File: src/rtl/simon_pkg.sv
// simon_pkg: state encoding, colour types and default timing shared by the player and memory loader
package simon_pkg;
  typedef enum logic [3:0] {IDLE, FETCH, SHOW, GAP, WAIT_IN, CHECK, RELEASE, WIN, LOSE} state_e;
  typedef logic [1:0] colour_t;
  typedef logic [3:0] onehot_t;
  localparam int DEF_STEPS = 16;
  localparam int DEF_SHOW_CYCLES = 8;
  localparam int DEF_GAP_CYCLES = 4;
  localparam int DEF_TIMEOUT_CYCLES = 64;
endpackage

File: src/rtl/colour_dec.sv
// colour_dec: 2-bit colour code to one-hot lamp/button pattern
module colour_dec import simon_pkg::*; (
  input  colour_t code,
  output onehot_t onehot
);
  assign onehot = onehot_t'(1) << code;
endmodule

File: src/rtl/seq_player.sv
// seq_player: plays back a growing colour sequence from memory, then checks the player's presses
module seq_player import simon_pkg::*; #(
  parameter int STEPS = DEF_STEPS,
  parameter int SHOW_CYCLES = DEF_SHOW_CYCLES,
  parameter int GAP_CYCLES = DEF_GAP_CYCLES,
  parameter int TIMEOUT_CYCLES = DEF_TIMEOUT_CYCLES
) (
  input  logic       clk,
  input  logic       rst_n,
  input  logic       start,
  output logic [3:0] mem_rd_addr,
  input  logic [1:0] mem_rd_data,
  input  logic [3:0] colour_in,
  output logic [3:0] led_out,
  output logic [4:0] round,
  output logic       busy,
  output logic       win,
  output logic       lose
);
  localparam logic [15:0] SHOW_LAST = 16'(SHOW_CYCLES - 1);
  localparam logic [15:0] GAP_LAST = 16'(GAP_CYCLES - 1);
  localparam logic [15:0] TMO_LAST = 16'(TIMEOUT_CYCLES - 1);
  state_e state, state_n;
  logic [3:0] step, step_n, addr_n;
  logic [4:0] round_n;
  logic [15:0] cnt, cnt_n;
  logic play, play_n, fwait, fwait_n, armed, armed_n, last;
  colour_t code, code_n;
  onehot_t press, press_n, dec;
  colour_dec u_dec (.code(code), .onehot(dec));
  assign last = {1'b0, step} + 5'd1 >= round;
  assign busy = state != IDLE;
  assign win = state == WIN;
  assign lose = state == LOSE;
  assign led_out = state == SHOW ? dec : (state == WAIT_IN || state == RELEASE) ? colour_in : 4'b0000;
  always_ff @(posedge clk or negedge rst_n) begin
    if (!rst_n) begin
      state <= IDLE;
      step <= '0;
      round <= '0;
      cnt <= '0;
      play <= 1'b0;
      fwait <= 1'b0;
      armed <= 1'b0;
      code <= '0;
      press <= '0;
      mem_rd_addr <= '0;
    end else begin
      state <= state_n;
      step <= step_n;
      round <= round_n;
      cnt <= cnt_n;
      play <= play_n;
      fwait <= fwait_n;
      armed <= armed_n;
      code <= code_n;
      press <= press_n;
      mem_rd_addr <= addr_n;
    end
  end
  // fetch spends one clock presenting the address and one receiving the registered read data
  always_comb begin
    state_n = state;
    step_n = step;
    round_n = round;
    cnt_n = '0;
    play_n = play;
    fwait_n = 1'b0;
    armed_n = 1'b0;
    code_n = code;
    press_n = press;
    addr_n = mem_rd_addr;
    case (state)
      IDLE: if (start) begin
        state_n = FETCH;
        round_n = 5'd1;
        step_n = '0;
        play_n = 1'b1;
        addr_n = '0;
      end
      FETCH: begin
        fwait_n = !fwait;
        if (fwait) begin
          code_n = mem_rd_data;
          state_n = play ? SHOW : CHECK;
        end
      end
      SHOW: if (cnt == SHOW_LAST) state_n = GAP; else cnt_n = cnt + 16'd1;
      GAP: if (cnt != GAP_LAST) cnt_n = cnt + 16'd1;
      else if (!last) begin
        step_n = step + 4'd1;
        addr_n = step + 4'd1;
        state_n = FETCH;
      end else begin
        step_n = '0;
        play_n = 1'b0;
        state_n = WAIT_IN;
      end
      // armed only after colour_in has been seen at zero inside WAIT_IN, so held buttons never count
      WAIT_IN: begin
        armed_n = colour_in == 4'b0000;
        if (armed && colour_in != 4'b0000) begin
          press_n = colour_in;
          addr_n = step;
          state_n = FETCH;
        end else if (cnt == TMO_LAST) state_n = LOSE;
        else cnt_n = cnt + 16'd1;
      end
      CHECK: state_n = press == dec ? RELEASE : LOSE;
      RELEASE: if (colour_in == 4'b0000) begin
        if (!last) begin
          step_n = step + 4'd1;
          state_n = WAIT_IN;
        end else if (round == 5'(STEPS)) state_n = WIN;
        else begin
          round_n = round + 5'd1;
          step_n = '0;
          addr_n = '0;
          play_n = 1'b1;
          state_n = FETCH;
        end
      end
      WIN, LOSE: begin
        state_n = IDLE;
        round_n = '0;
        step_n = '0;
      end
      default: state_n = IDLE;
    endcase
  end
endmodule

File: config.mk
export PLATFORM = sky130hd
export DESIGN_NAME = seq_player
export DESIGN_NICKNAME = d
export VERILOG_FILES = /design/src/rtl/simon_pkg.sv /design/src/rtl/colour_dec.sv /design/src/rtl/seq_player.sv
export SDC_FILE = /design/constraint.sdc
export NUM_CORES = 1
export LEC_CHECK = 0
export BUFFER_PORTS_ARGS = -buffer_cell sky130_fd_sc_hd__buf_2
export CAP_MARGIN = 10
export CORE_MARGIN = 2
export CORE_UTILIZATION = 40
export DETAILED_ROUTE_END_ITERATION = 12
export GPL_ROUTABILITY_DRIVEN = 0
export GPL_TIMING_DRIVEN = 1
export PLACE_DENSITY_LB_ADDON = 0.1
export SETUP_SLACK_MARGIN = 0.02
export SYNTH_ARGS = -nofsm -noshare
export SYNTH_HDL_FRONTEND = slang
export SYNTH_SLANG_ARGS = --single-unit
File: constraint.sdc
create_clock -name clk -period 4.89 [get_ports clk]
set_input_delay 0.2445 -clock clk [delete_from_list [all_inputs] [get_ports clk]]
set_output_delay 0.2445 -clock clk [all_outputs]
set_load 0.05 [all_outputs]
==> results.cfg <==
[timing]
maxSlewViolCount = 0
setup_viol_count_final = 0
tightest_slew_ns = 0.9856
clock_skew_ns = 0.008088
post-route-min-period_ns = 2.840
layout_setup_ws_ns = 2.050
relSlewSlack_pct = 34.29
tns_ns = 0
rsz0062_at_grt = false
post-route-period-util_pct = 58.07
fmax_ghz = 0.3522
hold_viol = 0

[place]
dp.cells = 370
dp_hpwl_microns = 3980
dp_slack_ns = 2.077
io_buffers = 24

[logic_synthesis]
synth_compound_area_share_pct = 16.04
synth_xor_area_share_pct = 5.361
yosys_register_bits = 42
synth_commonest_cells = 42 x dfrtp_1, 35 x nor2_1, 20 x nand2_1
yosysWarnings = 0
synth_mux_area_share_pct = 5.266
synth_area_per_cell_sq_um = 9.436
synth_top_cell_by_area = dfrtp_1
syn-num-nets = 295
netlist_area_sq_mm = 0.002614
synth_edf_count = 0
syn_inst = 277
ys.flop_type = dfrtp_1
synth.most_common_cell = dfrtp_1
synth_top_family_by_area = simple AND/OR/NAND/NOR gates
synth-seq-area-share_pct = 40.21
yosys.area_share.adder_pct = 4.308
yosys.area.top_type_share_pct = 40.21
yosys.area_share.simple_pct = 25.32
yosys.cell_types.count = 57
async_reset_ff_share_pct = 100.0
synthTopCellsByArea = dfrtp_1 40%, nor2_1 5.0%, ha_1 4.3%

[global_route]
grt_overflow = 0
grt_max_degree = 43
antenna_found_initial = 0
grt_usage_pct = 16.86
grt_pass1_vias = 1991
grt_pass1_wl_microns = 9791

[setup_path]
required_ns = 5.07
path_class = reg -> reg
crit_path_start_kind = register
reg2reg_depth = 9
reg2reg_slack_ns = 2.05
cp-end-kind = register
crit_arrival_ns = 3.02
r2r_start = step[0]
r2r-end = mem_rd_addr[1]
path_max_fanout = 7

[routing]
route.detailed.drc = 0
drt_iter0_drc = 88
wl_met1_microns = 2873
highest_layer = met4
wl_microns = 5585
wl_met3_microns = 226
wl_met2_microns = 2421
avgRoutedWirePerCell_microns = 14.78
num_vias = 2077
via_per_inst = 5.495
detail-route-antenna-nets = 0
detail_route.first_pass.iterations = 5

[finish]
num_antenna_cells = 0
multiInputGateArea_sq_mm = 0.001471
nets = 318
final_cells = 378
post-route-util_pct = 45.64
drive_gt1_share_pct = 18.94
fill_cells = 644
syn2layout_area_growth_pct = 10.87
ff_latch_area_sq_mm = 0.001051

[power]
p_leak_nw = 1.309
pwr-share-clk_pct = 23.0
p_seq_share_pct = 38.7
pwr-share-comb_pct = 38.3
max-vdd-ir-drop_mv = 0.2217
totalPowerFinal_mw = 1.225
switchingPower_mw = 0.5059
power_density_mw_per_mm2 = 422.7
p_sw_share_pct = 41.31
internal-power_mw = 0.7189

[clock_network]
cts_num_sinks = 42
cts_resized = 0
holdBufCountCts = 0
cts_buffer_depth = 2
cts_made_buffers = 5
cts_tree = yes
htreeDepth = 2
clk_pin_slew_ns = 0.09
clockRootBuffer = clkbuf_8
clock_latency_ns = 0.30
postCtsSetupBuffers = 0

[floorplan]
die-area_sq_mm = 0.007197
rows = 29
start_util_pct = 41.16
die_y_microns = 84.84
core_area_sq_mm = 0.006350
die_x_microns = 84.84
io_pins = 25

[min_path]
hold_path_class = in -> async

[flow_run]
maxCapViolCount = 0

[status]
run_status = finished clean
-- cell type report --
| class | instances | area share (%) |
|---|---|---|
| clock inverters | 2 | 1.295 |
| inverters | 13 | 1.684 |
| well taps | 77 | 3.325 |
| clock buffers | 6 | 2.504 |
| flip-flops and latches | 42 | 36.27 |
| repair buffers | 24 | 4.145 |
| multi-input cells | 214 | 50.78 |
-- per-stage QoR --
stage | instance area, sq um | hold WS [ns]
after global placement | 2788 | 0.4510
after CTS | 2898 | 0.1410
after floorplan | 2614 | -0.05109
final | 2898 | 0.08679
after detailed placement | 2788 | 0.4523
after global routing | 2898 | 0.1683
-- metal layers --
metal / track usage (%) / vias up
li1: - / 1047
met1: 24.54 / 990
met2: 25.77 / 32
met3: 3.405 / 8
met4: 4.329 / 0
met5: 0 / -
-- worst max-delay path, cell delays in order, from the launching register on --
cell     delay [ns]
dfrtp_1        0.45
ha_1           0.27
xor2_1         0.16
ha_1           0.30
a21o_1         0.15
a31oi_1        0.26
o21a_1         0.26
o21ai_1        0.12
or3_4          0.44
mux2_4         0.31
-- cell families (layout without fill, tap and decap cells) --
kind of cell               count (synthesis)  in the layout
and+or+nand+nor                          118            118
AOI/OAI and AO/OA                         60             60
DFF                                       42             42
buffers and inverters                     21             45
xor gates and xnor gates                  16             16
muxes                                     11             11
adders and majority gates                  9              9
-- layout by cell type, fill, tap and decap left out, types with 2 or more instances in the layout --
| master | n |
|---|---|
| dfrtp_1 | 42 |
| nor2_1 | 35 |
| buf_2 | 24 |
| nand2_1 | 20 |
| nand3_1 | 15 |
| o21ai_0 | 15 |
| inv_1 | 13 |
| xor2_1 | 10 |
| a21oi_1 | 9 |
| ha_1 | 9 |
| and3_1 | 7 |
| xnor2_1 | 6 |
| mux2_2 | 6 |
| o211ai_1 | 6 |
| o31ai_1 | 5 |
| o21ai_1 | 5 |
| clkbuf_8 | 5 |
| nor3_1 | 4 |
| nor2b_1 | 4 |
| nor4_1 | 4 |
| a22o_1 | 4 |
| mux2_4 | 4 |
| nor4_2 | 3 |
| and2_1 | 3 |
| nand2b_1 | 3 |
| o22ai_1 | 3 |
| nor4b_2 | 2 |
| nor2_2 | 2 |
| nand4_1 | 2 |
| a21o_1 | 2 |
-- power by group through the flow --
stage / Combinational (mW) / Clock (mW) / Sequential, mW
after floorplan: 0.414 / 0 / 0.442
after global placement: 0.470 / 0 / 0.482
after detailed placement: 0.470 / 0 / 0.480
after CTS: 0.474 / 0.293 / 0.473
after global routing: 0.519 / 0.306 / 0.487
final: 0.469 / 0.282 / 0.474
-- flip-flops by register name, indices dropped and copies added (netlist names) --
name         cells
armed            1
cnt             16
code             2
fwait            1
mem_rd_addr      4
play             1
press            4
round            5
state            4
step             4
-- worst max path at each step --
stage                        start  slack [ns]             end
final                      step[0]        2.05  mem_rd_addr[1]
after CTS                  step[0]        2.05  mem_rd_addr[0]
after detailed placement   step[0]        2.08  mem_rd_addr[0]
after floorplan           state[1]        2.01        round[0]
after global routing       step[0]        1.82  mem_rd_addr[1]
after global placement     step[0]        2.11  mem_rd_addr[1]
No activity file was read; power rests on OpenSTA's default activity.
